--- src/rtl/calc_ctrl.sv ---
// Keypad calculator controller: turns scanner key events into two-operand add/subtract with saturation.
// One cycle from key event to registered outputs, no backpressure (one event per two cycles); CALC_BCD_OUT_EN adds a BCD display converter.
module calc_ctrl #(
    parameter int DIGITS = 4,
    parameter int WIDTH  = 16
) (
    input  logic             clk,
    input  logic             reset,
    input  logic             btn_pressed,
    input  logic             is_number,
    input  logic             is_op,
    input  logic             is_eq,
    input  logic [3:0]       num_val,
    input  logic [1:0]       op_val,
    output logic [WIDTH-1:0] disp_val,
    output logic [1:0]       state,
    output logic             result_valid,
    output logic             ovf,
    output logic             entry_full
`ifdef CALC_BCD_OUT_EN
    ,
    output logic [4*(DIGITS+1)-1:0] bcd,
    output logic                    bcd_neg,
    output logic                    bcd_valid
`endif
);

    typedef enum logic [1:0] {
        S_A   = 2'd0,
        S_OP  = 2'd1,
        S_B   = 2'd2,
        S_RES = 2'd3
    } state_t;

    localparam int CW = $clog2(DIGITS + 1);
    localparam logic signed [WIDTH:0] MAX_V = {2'b00, {(WIDTH-1){1'b1}}};
    localparam logic signed [WIDTH:0] MIN_V = {2'b11, {(WIDTH-1){1'b0}}};

    state_t                  st_q, st_n;
    logic signed [WIDTH-1:0] a_q, b_q, r_q, a_n, b_n, r_n;
    logic                    op_q, op_n;
    logic [CW-1:0]           cnt_q, cnt_n;
    logic                    ovf_n, rv_n, full_n;
    logic [WIDTH-1:0]        disp_n;
    logic                    prev_q, ready_q;

    logic                    evt, dig_evt, op_evt, eq_evt, has_room, new_op;
    logic signed [WIDTH-1:0] d_ext, a_app, b_app, sat_val;
    logic signed [WIDTH:0]   a_x, b_x, sum;
    logic                    sat_hi, sat_lo;

    // ready_q holds off events until the first edge after reset has passed
    assign evt     = btn_pressed & ~prev_q & ready_q;
    assign dig_evt = evt & is_number & (num_val <= 4'd9);
    assign op_evt  = evt & ~is_number & is_op & ((op_val == 2'd1) || (op_val == 2'd2));
    assign eq_evt  = evt & ~is_number & ~is_op & is_eq;
    assign new_op  = (op_val == 2'd2);

    assign has_room = (cnt_q < CW'(DIGITS));
    assign d_ext    = {{(WIDTH-4){1'b0}}, num_val};
    assign a_app    = (a_q <<< 3) + (a_q <<< 1) + d_ext;
    assign b_app    = (b_q <<< 3) + (b_q <<< 1) + d_ext;

    assign a_x     = {a_q[WIDTH-1], a_q};
    assign b_x     = {b_q[WIDTH-1], b_q};
    assign sum     = op_q ? (a_x - b_x) : (a_x + b_x);
    assign sat_hi  = (sum > MAX_V);
    assign sat_lo  = (sum < MIN_V);
    assign sat_val = sat_hi ? MAX_V[WIDTH-1:0] : (sat_lo ? MIN_V[WIDTH-1:0] : sum[WIDTH-1:0]);

    always_comb begin
        st_n  = st_q;
        a_n   = a_q;
        b_n   = b_q;
        r_n   = r_q;
        op_n  = op_q;
        cnt_n = cnt_q;
        ovf_n = ovf;
        rv_n  = 1'b0;
        case (st_q)
            S_A: begin
                if (dig_evt && has_room) begin
                    a_n   = a_app;
                    cnt_n = cnt_q + CW'(1);
                end else if (op_evt) begin
                    op_n  = new_op;
                    cnt_n = '0;
                    st_n  = S_OP;
                end
            end
            S_OP: begin
                if (dig_evt) begin
                    b_n   = d_ext;
                    cnt_n = CW'(1);
                    st_n  = S_B;
                end else if (op_evt) begin
                    op_n = new_op;
                end
            end
            S_B: begin
                if (dig_evt && has_room) begin
                    b_n   = b_app;
                    cnt_n = cnt_q + CW'(1);
                end else if (op_evt) begin
                    a_n   = sat_val;
                    ovf_n = ovf | sat_hi | sat_lo;
                    op_n  = new_op;
                    cnt_n = '0;
                    st_n  = S_OP;
                end else if (eq_evt) begin
                    r_n   = sat_val;
                    ovf_n = ovf | sat_hi | sat_lo;
                    rv_n  = 1'b1;
                    cnt_n = '0;
                    st_n  = S_RES;
                end
            end
            S_RES: begin
                if (dig_evt) begin
                    a_n   = d_ext;
                    cnt_n = CW'(1);
                    ovf_n = 1'b0;
                    st_n  = S_A;
                end else if (op_evt) begin
                    a_n   = r_q;
                    op_n  = new_op;
                    cnt_n = '0;
                    st_n  = S_OP;
                end
            end
            default: st_n = S_A;
        endcase

        case (st_n)
            S_B:     disp_n = b_n;
            S_RES:   disp_n = r_n;
            default: disp_n = a_n;
        endcase
        full_n = ((st_n == S_A) || (st_n == S_B)) && (cnt_n == CW'(DIGITS));
    end

    always_ff @(posedge clk or posedge reset) begin
        if (reset) begin
            st_q         <= S_A;
            a_q          <= '0;
            b_q          <= '0;
            r_q          <= '0;
            op_q         <= 1'b0;
            cnt_q        <= '0;
            prev_q       <= 1'b0;
            ready_q      <= 1'b0;
            disp_val     <= '0;
            result_valid <= 1'b0;
            ovf          <= 1'b0;
            entry_full   <= 1'b0;
        end else begin
            st_q         <= st_n;
            a_q          <= a_n;
            b_q          <= b_n;
            r_q          <= r_n;
            op_q         <= op_n;
            cnt_q        <= cnt_n;
            prev_q       <= btn_pressed;
            ready_q      <= 1'b1;
            disp_val     <= disp_n;
            result_valid <= rv_n;
            ovf          <= ovf_n;
            entry_full   <= full_n;
        end
    end

    assign state = st_q;

`ifdef CALC_BCD_OUT_EN
    localparam int BW  = 4 * (DIGITS + 1);
    localparam int SCW = $clog2(WIDTH + 1);

    logic [WIDTH-1:0] disp_last, bin_q, mag;
    logic [BW-1:0]    acc_q, adj;
    logic [SCW-1:0]   sh_cnt;
    logic             busy, neg_q;

    assign mag = disp_val[WIDTH-1] ? (~disp_val + WIDTH'(1)) : disp_val;

    always_comb begin
        adj = acc_q;
        for (int i = 0; i < DIGITS + 1; i++) begin
            if (acc_q[4*i +: 4] >= 4'd5)
                adj[4*i +: 4] = acc_q[4*i +: 4] + 4'd3;
        end
    end

    // A display change always wins, restarting any conversion in flight
    always_ff @(posedge clk or posedge reset) begin
        if (reset) begin
            disp_last <= '0;
            bin_q     <= '0;
            acc_q     <= '0;
            sh_cnt    <= '0;
            busy      <= 1'b0;
            neg_q     <= 1'b0;
            bcd       <= '0;
            bcd_neg   <= 1'b0;
            bcd_valid <= 1'b1;
        end else if (disp_val != disp_last) begin
            disp_last <= disp_val;
            bin_q     <= mag;
            neg_q     <= disp_val[WIDTH-1];
            acc_q     <= '0;
            sh_cnt    <= SCW'(WIDTH);
            busy      <= 1'b1;
            bcd_valid <= 1'b0;
        end else if (busy) begin
            if (sh_cnt != '0) begin
                acc_q  <= {adj[BW-2:0], bin_q[WIDTH-1]};
                bin_q  <= bin_q << 1;
                sh_cnt <= sh_cnt - SCW'(1);
            end else begin
                bcd       <= acc_q;
                bcd_neg   <= neg_q;
                bcd_valid <= 1'b1;
                busy      <= 1'b0;
            end
        end
    end
`endif

endmodule

--- config.mk ---
export PLATFORM = sky130hd
export DESIGN_NAME = calc_ctrl
export DESIGN_NICKNAME = d
export VERILOG_FILES = /design/src/rtl/calc_ctrl.sv
export SDC_FILE = /design/constraint.sdc
export NUM_CORES = 1
export LEC_CHECK = 0
export BUFFER_PORTS_ARGS = -buffer_cell sky130_fd_sc_hd__buf_2
export CAP_MARGIN = 10
export CELL_PAD_IN_SITES_DETAIL_PLACEMENT = 0
export CELL_PAD_IN_SITES_GLOBAL_PLACEMENT = 1
export CORE_ASPECT_RATIO = 0.7
export CORE_MARGIN = 2
export CORE_UTILIZATION = 30
export DETAILED_ROUTE_END_ITERATION = 7
export PLACE_DENSITY = 0.64
export SYNTH_ARGS = -nofsm -noshare
export SYNTH_HDL_FRONTEND = slang
export SYNTH_SLANG_ARGS = --single-unit
--- constraint.sdc ---
create_clock -name clk -period 4.65 [get_ports clk]
set_input_delay 0.465 -clock clk [delete_from_list [all_inputs] [get_ports clk]]
set_output_delay 0.465 -clock clk [all_outputs]
set_load 0.02 [all_outputs]
; ---- After elaboration in Yosys (flattened, before gate mapping)
; Index checks and enable logic that the tools add are counted.
[word_totals]
out_inout_bits = 21
elab_cells = 107
reg_bits = 75
inputBits = 12
[classes]
magnitude_cmp = 4
n_eq_ne = 13
bitwise = 14
addsub = 7
reduce_logical = 11
n_mux = 46
[ops]
columns = op, count
row1 = $mux W16, 13
row2 = $pmux W16 S2, 2
row3 = $pmux W16 S3, 1
row4 = $add A16 B16 Y16, 2
row5 = $add A16 B5 Y16, 2
row6 = $mux W3, 7
row7 = $add A16 B16 Y17, 1
row8 = $gt A17 B16 Y1 const B, 1
row9 = $lt A17 B16 Y1 const B, 1
row10 = $mux W17, 1
row11 = $sub A16 B16 Y17, 1
row12 = $mux W2, 7
row13 = $pmux W3 S4, 1
row14 = $mux W1, 11
row15 = $eq A2 B2 Y1 const B, 5
row16 = $and A1 B1 Y1, 9
row17 = $ne A2 B2 Y1 const B, 4
row18 = $pmux W2 S4, 1
row19 = $eq A2 B1 Y1 const B, 2
row20 = $le A4 B4 Y1 const B, 1
row21 = $logic_not A2 Y1, 2
row22 = $pmux W1 S2, 2
row23 = $reduce_and A4 Y1, 1
row24 = $reduce_or A2 Y1, 2
row25 = 10 further kinds, 15

; ---- Logic depth before layout (Yosys ltp)
[logic_depth]
depth_word = 13
ltp_mapped = 16
mapped_depth_nobuf = 14

; ---- Worst setup path after synthesis
; OpenSTA, ideal clock, no wires.
[synth_timing]
kind = reg2reg
startpoint = register b_q[2]
endpoint = register disp_val[5]
synth_period_minus_slack_ns = 3.850
path_buffers = 1
path_slack_ns = 0.800
t_arrival_ns = 3.728
setup_time_ns = 0.122
stages_incl_launch_ff = 15
path_cell_list = dfrtp_1 > nor3_1 > nand2b_1 > nor4_1 > nor2_1 > xnor2_1 > ha_1 > or4_1 > o21ai_0 > a21oi_1 > xor2_1 > buf_6 > maj3_2 > a221o_1 > o2bb2ai_1
[synth_rtl]
columns = element, line_no
row1 = "start, declared", 40  ; logic signed [WIDTH-1:0] a_q, b_q, r_q, a_n, b_n, r_n;
row2 = "start signal, assigned", 159  ; b_q <= b_n;
row3 = $add A16 B16 Y17 / $sub A16 B16 Y17 (equally long branches), 66  ; assign sum = op_q ? (a_x - b_x) : (a_x + b_x);
row4 = $mux W17 *, 66
row5 = $lt A17 B16 Y1, 68  ; assign sat_lo = (sum < MIN_V);
row6 = $mux W16, 69  ; assign sat_val = sat_hi ? MAX_V[WIDTH-1:0] : (sat_lo ? MIN_V[WIDTH-1:0] : sum[WIDTH-1:0]);
row7 = $mux W16 *, 69
row8 = $mux W16 *, 104  ; end else if (op_evt) begin
row9 = $mux W16 *, 101  ; if (dig_evt && has_room) begin
row10 = $pmux W16 S3 *, 80  ; case (st_q)
row11 = net a_n[5], 40
row12 = $pmux W16 S2 *, 134  ; case (st_n)
row13 = net disp_n[5], 44  ; logic [WIDTH-1:0] disp_n;
row14 = "end signal, assigned", 165  ; disp_val <= disp_n;
row15 = "end, declared", 15  ; output logic [WIDTH-1:0] disp_val,
; Mark *: on every way through the listed nets, which the timed path passes. The rest lies on a longest branch.
; A chain may end at the register's enable or synchronous reset.

; ---- Final worst setup path
[layout_timing]
startpoint = register b_q[2]
endpoint = register disp_val[3]
[layout_via]
elab_chain_len = 10
[layout_rtl]
columns = element, line_no
row1 = $add A16 B16 Y17 / $sub A16 B16 Y17 (equally long branches), 66
row2 = $mux W17, 66
row3 = $lt A17 B16 Y1, 68
row4 = $mux W16 (2 in a row), 69
row5 = $mux W16, 110  ; end else if (eq_evt) begin
row6 = $mux W16, 104
row7 = $mux W16, 101
row8 = $mux W16, 80
row9 = $pmux W16 S2 *, 134
row10 = net disp_n[3], 44
; Marked as above.

==> impl_metrics.prom <==
# TYPE chip_impl_metric gauge
chip_impl_info{name="outcome",value="finished clean"} 1
chip_impl_metric{name="yosys.area.top_type_share",unit="%"} 26.46
chip_impl_metric{name="hold_slack",unit="ns"} 0.2338
chip_impl_metric{name="core-area",unit="mm^2"} 0.02340
chip_impl_metric{name="slowest_delay",unit="ns"} 0.53
chip_impl_metric{name="initialDrtViolationCount",unit=""} 626
chip_impl_info{name="timing.setup.critical_path_class",value="reg -> reg"} 1
chip_impl_metric{name="post-dp-hpwl",unit="um"} 18640
chip_impl_metric{name="final.min_clock_period",unit="ns"} 4.310
chip_impl_metric{name="grt_first_pass_wirelength",unit="um"} 37870
chip_impl_metric{name="clkLatencyLatePin",unit="ns"} 0.35
chip_impl_metric{name="critical_path_data_required_time",unit="ns"} 4.89
chip_impl_metric{name="port-buffer-count",unit=""} 32
chip_impl_metric{name="slew_violations",unit=""} 0
chip_impl_metric{name="finalCritPeriodShare",unit="%"} 92.68
chip_impl_metric{name="finish.net_count",unit=""} 966
chip_impl_metric{name="postSynthNetCount",unit=""} 935
chip_impl_metric{name="die_w",unit="um"} 187.8
chip_impl_metric{name="worstPathMaxFanout",unit=""} 13
chip_impl_metric{name="detailroute.via_count",unit=""} 6754
chip_impl_metric{name="powerDensity",unit="mW/mm^2"} 686.5
chip_impl_metric{name="clkSlewWorstSetupHoldPaths",unit="ns"} 0.06
chip_impl_metric{name="placed_cells",unit=""} 1181
chip_impl_metric{name="vias_in_the_first_global_route",unit=""} 6509
chip_impl_metric{name="critical_path_buf_inv_count",unit=""} 1
chip_impl_metric{name="finish_stage_setup_viols",unit=""} 0
chip_impl_metric{name="crit_arrival",unit="ns"} 4.55
chip_impl_metric{name="final.fill_count",unit=""} 2521
chip_impl_info{name="synth_top_area_cell",value="sky130_fd_sc_hd__dfrtp_1"} 1
chip_impl_metric{name="remaining_drc_errors",unit=""} 0
chip_impl_info{name="worst_setup_path_start_kind",value="flop"} 1
chip_impl_info{name="worstHoldPathType",value="in -> async"} 1
chip_impl_metric{name="initial_core_util",unit="%"} 30.30
chip_impl_metric{name="total_congestion_overflow_after_global_routing",unit=""} 0
chip_impl_metric{name="total_power",unit="mW"} 5.508
chip_impl_info{name="sort_of_element_at_the_end_of_the_critical_path",value="flop"} 1
chip_impl_metric{name="track_usage",unit="%"} 19.61
chip_impl_metric{name="route.antenna.remaining_nets",unit=""} 0
chip_impl_metric{name="tightest_slew",unit="ns"} 0.9368
chip_impl_info{name="cts_root_buf",value="sky130_fd_sc_hd__clkbuf_16"} 1
chip_impl_metric{name="average_instance_area_after_synthesis",unit="um^2"} 8.413
chip_impl_metric{name="clock-sinks",unit=""} 75
chip_impl_metric{name="numCtsBuffers",unit=""} 9
chip_impl_metric{name="ys_warn_count",unit=""} 0
chip_impl_info{name="cp_common_cell",value="sky130_fd_sc_hd__a21oi_1"} 1
chip_impl_metric{name="area_growth_syn_to_layout",unit="%"} 13.13
chip_impl_metric{name="cts_buffer_depth",unit=""} 2
chip_impl_info{name="setup_repair_after_global_routing_missed_its_margin",value="false"} 1
chip_impl_metric{name="postSynthCellCount",unit=""} 843
chip_impl_metric{name="synth_enable_flop_cells",unit=""} 0
chip_impl_metric{name="floorplan.io_pins",unit=""} 33
chip_impl_metric{name="wire_per_inst",unit="um"} 20.20
chip_impl_metric{name="num_antenna_cells",unit=""} 0
chip_impl_metric{name="cap_viol_max_count",unit=""} 0
chip_impl_metric{name="cts-htree-levels",unit=""} 3
chip_impl_metric{name="fin_setup_tns",unit="ns"} 0
chip_impl_metric{name="grt_antenna_before_repair",unit=""} 0
chip_impl_info{name="layout_common_cells",value="sky130_fd_sc_hd__nand2_1, sky130_fd_sc_hd__ha_1, sky130_fd_sc_hd__dfrtp_1, sky130_fd_sc_hd__o21ai_0, sky130_fd_sc_hd__a21oi_1"} 1
chip_impl_metric{name="final_weighted_congestion_in_routability_driven_placement",unit=""} 0.8588
chip_impl_metric{name="grt_max_degree",unit=""} 44
chip_impl_metric{name="finalWirelength",unit="um"} 24160
chip_impl_metric{name="die_h",unit="um"} 132.6
chip_impl_metric{name="post_synth_num_cell_types",unit=""} 85
chip_impl_metric{name="synth.yosys.seq_area_share",unit="%"} 26.46
chip_impl_metric{name="leakagePower",unit="nW"} 3.809
chip_impl_info{name="path_cells",value="nor3_1 -> nand2b_1 -> nor4_2 -> buf_4 -> a21oi_1 -> xnor2_1 -> ha_1 -> a21oi_1 -> a21oi_1 -> a2111o_1 -> a211o_1 -> a21oi_1 -> a221oi_1 -> o2bb2ai_1"} 1
chip_impl_metric{name="die_area",unit="mm^2"} 0.02490
chip_impl_metric{name="vias_per_cell",unit=""} 5.647
chip_impl_metric{name="timing.max_slew.rel_slack",unit="%"} 37.48
chip_impl_metric{name="vdd_drop_max",unit="uV"} 375.2
chip_impl_metric{name="mappedNetlistArea",unit="mm^2"} 0.007092
chip_impl_metric{name="ratio_of_cells_with_drive_above_1_in_the_final_layout",unit="%"} 11.39
chip_impl_metric{name="finClkSkew",unit="ns"} 0.01014
chip_impl_info{name="cpMaxStageDelayCell",value="sky130_fd_sc_hd__a21oi_1"} 1
chip_impl_metric{name="hold_viol",unit=""} 0
chip_impl_metric{name="instances_no_fill",unit=""} 1196
chip_impl_metric{name="postSynth.asyncResetShare",unit="%"} 100.0
chip_impl_info{name="synth_area_leaders",value="sky130_fd_sc_hd__dfrtp_1, sky130_fd_sc_hd__ha_1, sky130_fd_sc_hd__o21ai_0"} 1
chip_impl_metric{name="placementRows",unit=""} 47
chip_impl_metric{name="ctsHoldBuffers",unit=""} 0
chip_impl_metric{name="fmax_achieved",unit="MHz"} 232.0
chip_impl_info{name="path_delay_family",value="compound AO/OA/AOI/OAI gates"} 1
chip_impl_metric{name="postSynthRegisterBits",unit=""} 75
chip_impl_info{name="synth_flop_cell",value="sky130_fd_sc_hd__dfrtp_1"} 1
chip_impl_info{name="clock_tree_from_tritoncts",value="built"} 1
chip_impl_metric{name="first_pass_iters",unit=""} 5
[repair_timing]
action | in CTS | in global routing
gates resized for setup | 0 | 2
setup endpoints to repair | 0 | 6
buffers inserted | 0 | 0
[registers in the layout (all words and copies together) (netlist names)]
name          flops
a_q              16
b_q              16
disp_val         16
r_q              16
cnt_q             3
state             2
entry_full        1
op_q              1
ovf               1
prev_q            1
ready_q           1
result_valid      1
[power breakdown]
part           switching [mW]  internal (mW)
registers               0.135          0.745
clock network           0.307          0.483
logic                    2.39           1.45
total                    2.83           2.68
[path summary, 6_finish.rpt]
path | cells after the start | from | to | slack [ns]
worst min register to register | 2 | r_q[14] | r_q[14] | 0.52
min in group clk | 1 | btn_pressed | prev_q | 0.26
max in group asynchronous | 3 | reset | cnt_q[2] | 3.45
worst min-delay path | 2 | reset | r_q[11] | 0.23
worst max register to register | 14 | b_q[2] | disp_val[3] | 0.34
worst max-delay path | 14 | b_q[2] | disp_val[3] | 0.34
[per-stage QoR]
| stage | worst slack, ns | instance area (um^2) | utilization (%) |
|---|---|---|---|
| after global routing | 0.02138 | 8023 | 34.28 |
| after CTS | 0.2534 | 8016 | 34.25 |
| after detailed placement | 0.2692 | 7699 | 32.89 |
| after floorplan | 0.8002 | 7092 | - |
| final | 0.3402 | 8023 | 34.28 |
| after global placement | 0.3930 | 7699 | 32.89 |
[final cells by class]
cell class / instances / area [um^2] / share of cell area, %
Sequential cell: 75 / 1877 / 23.39
Clock buffer: 11 / 242.7 / 3.026
Multi-Input combinational cell: 694 / 4931 / 61.46
Inverter: 34 / 128.9 / 1.606
Timing Repair Buffer: 60 / 370.4 / 4.616
Tap cell: 318 / 397.9 / 4.959
Clock inverter: 4 / 75.07 / 0.9357
[metal layers]
metal / part of all wire (%) / vias up / GRT usage, %
met5: 0 / - / 0
met4: 1.2 / 0 / 3.981
met3: 6.0 / 25 / 3.846
met2: 40 / 223 / 27.18
met1: 53 / 3248 / 30.88
li1: - / 3258 / -
[Yosys cell counts, types with 7 or more instances]
cell type and count:
sky130_fd_sc_hd__and2_1 7, sky130_fd_sc_hd__nor2_1 56, sky130_fd_sc_hd__a221oi_1 11, sky130_fd_sc_hd__xor2_1 17
sky130_fd_sc_hd__clkbuf_1 29, sky130_fd_sc_hd__o31ai_1 8, sky130_fd_sc_hd__a31oi_1 17, sky130_fd_sc_hd__a21o_1 16
sky130_fd_sc_hd__nand3_1 11, sky130_fd_sc_hd__or3_1 7, sky130_fd_sc_hd__ha_1 75, sky130_fd_sc_hd__o21ai_0 73
sky130_fd_sc_hd__nand2b_1 17, sky130_fd_sc_hd__nor4_1 7, sky130_fd_sc_hd__nand2_1 75, sky130_fd_sc_hd__o211ai_1 13
sky130_fd_sc_hd__a22o_1 10, sky130_fd_sc_hd__a21oi_1 64, sky130_fd_sc_hd__xnor2_1 28, sky130_fd_sc_hd__nor2b_1 9
sky130_fd_sc_hd__dfrtp_1 75, sky130_fd_sc_hd__inv_1 34, sky130_fd_sc_hd__nor3_1 20, sky130_fd_sc_hd__a211oi_1 10
sky130_fd_sc_hd__o21a_1 11
[cells by family after synthesis]
group / synth area share (%)
other: 0.05288
muxes: 0.7410
adders and majority gates: 15.67
xor gates and xnor gates: 5.787
buffers and inverters: 4.199
AOI/OAI and AO/OA: 30.33
DFF: 26.46
and+or+nand+nor: 16.76
[worst register-to-register path: cells and delay by family (launching register included)]
family          cells  cell delay, ns
xor+xnor            1            0.13
compound gates      8            2.32
simple gates        3            0.65
flops               1            0.49
fa+ha+maj           1            0.41
buf+inv             1            0.20
No activity file was read; power rests on OpenSTA's default activity.
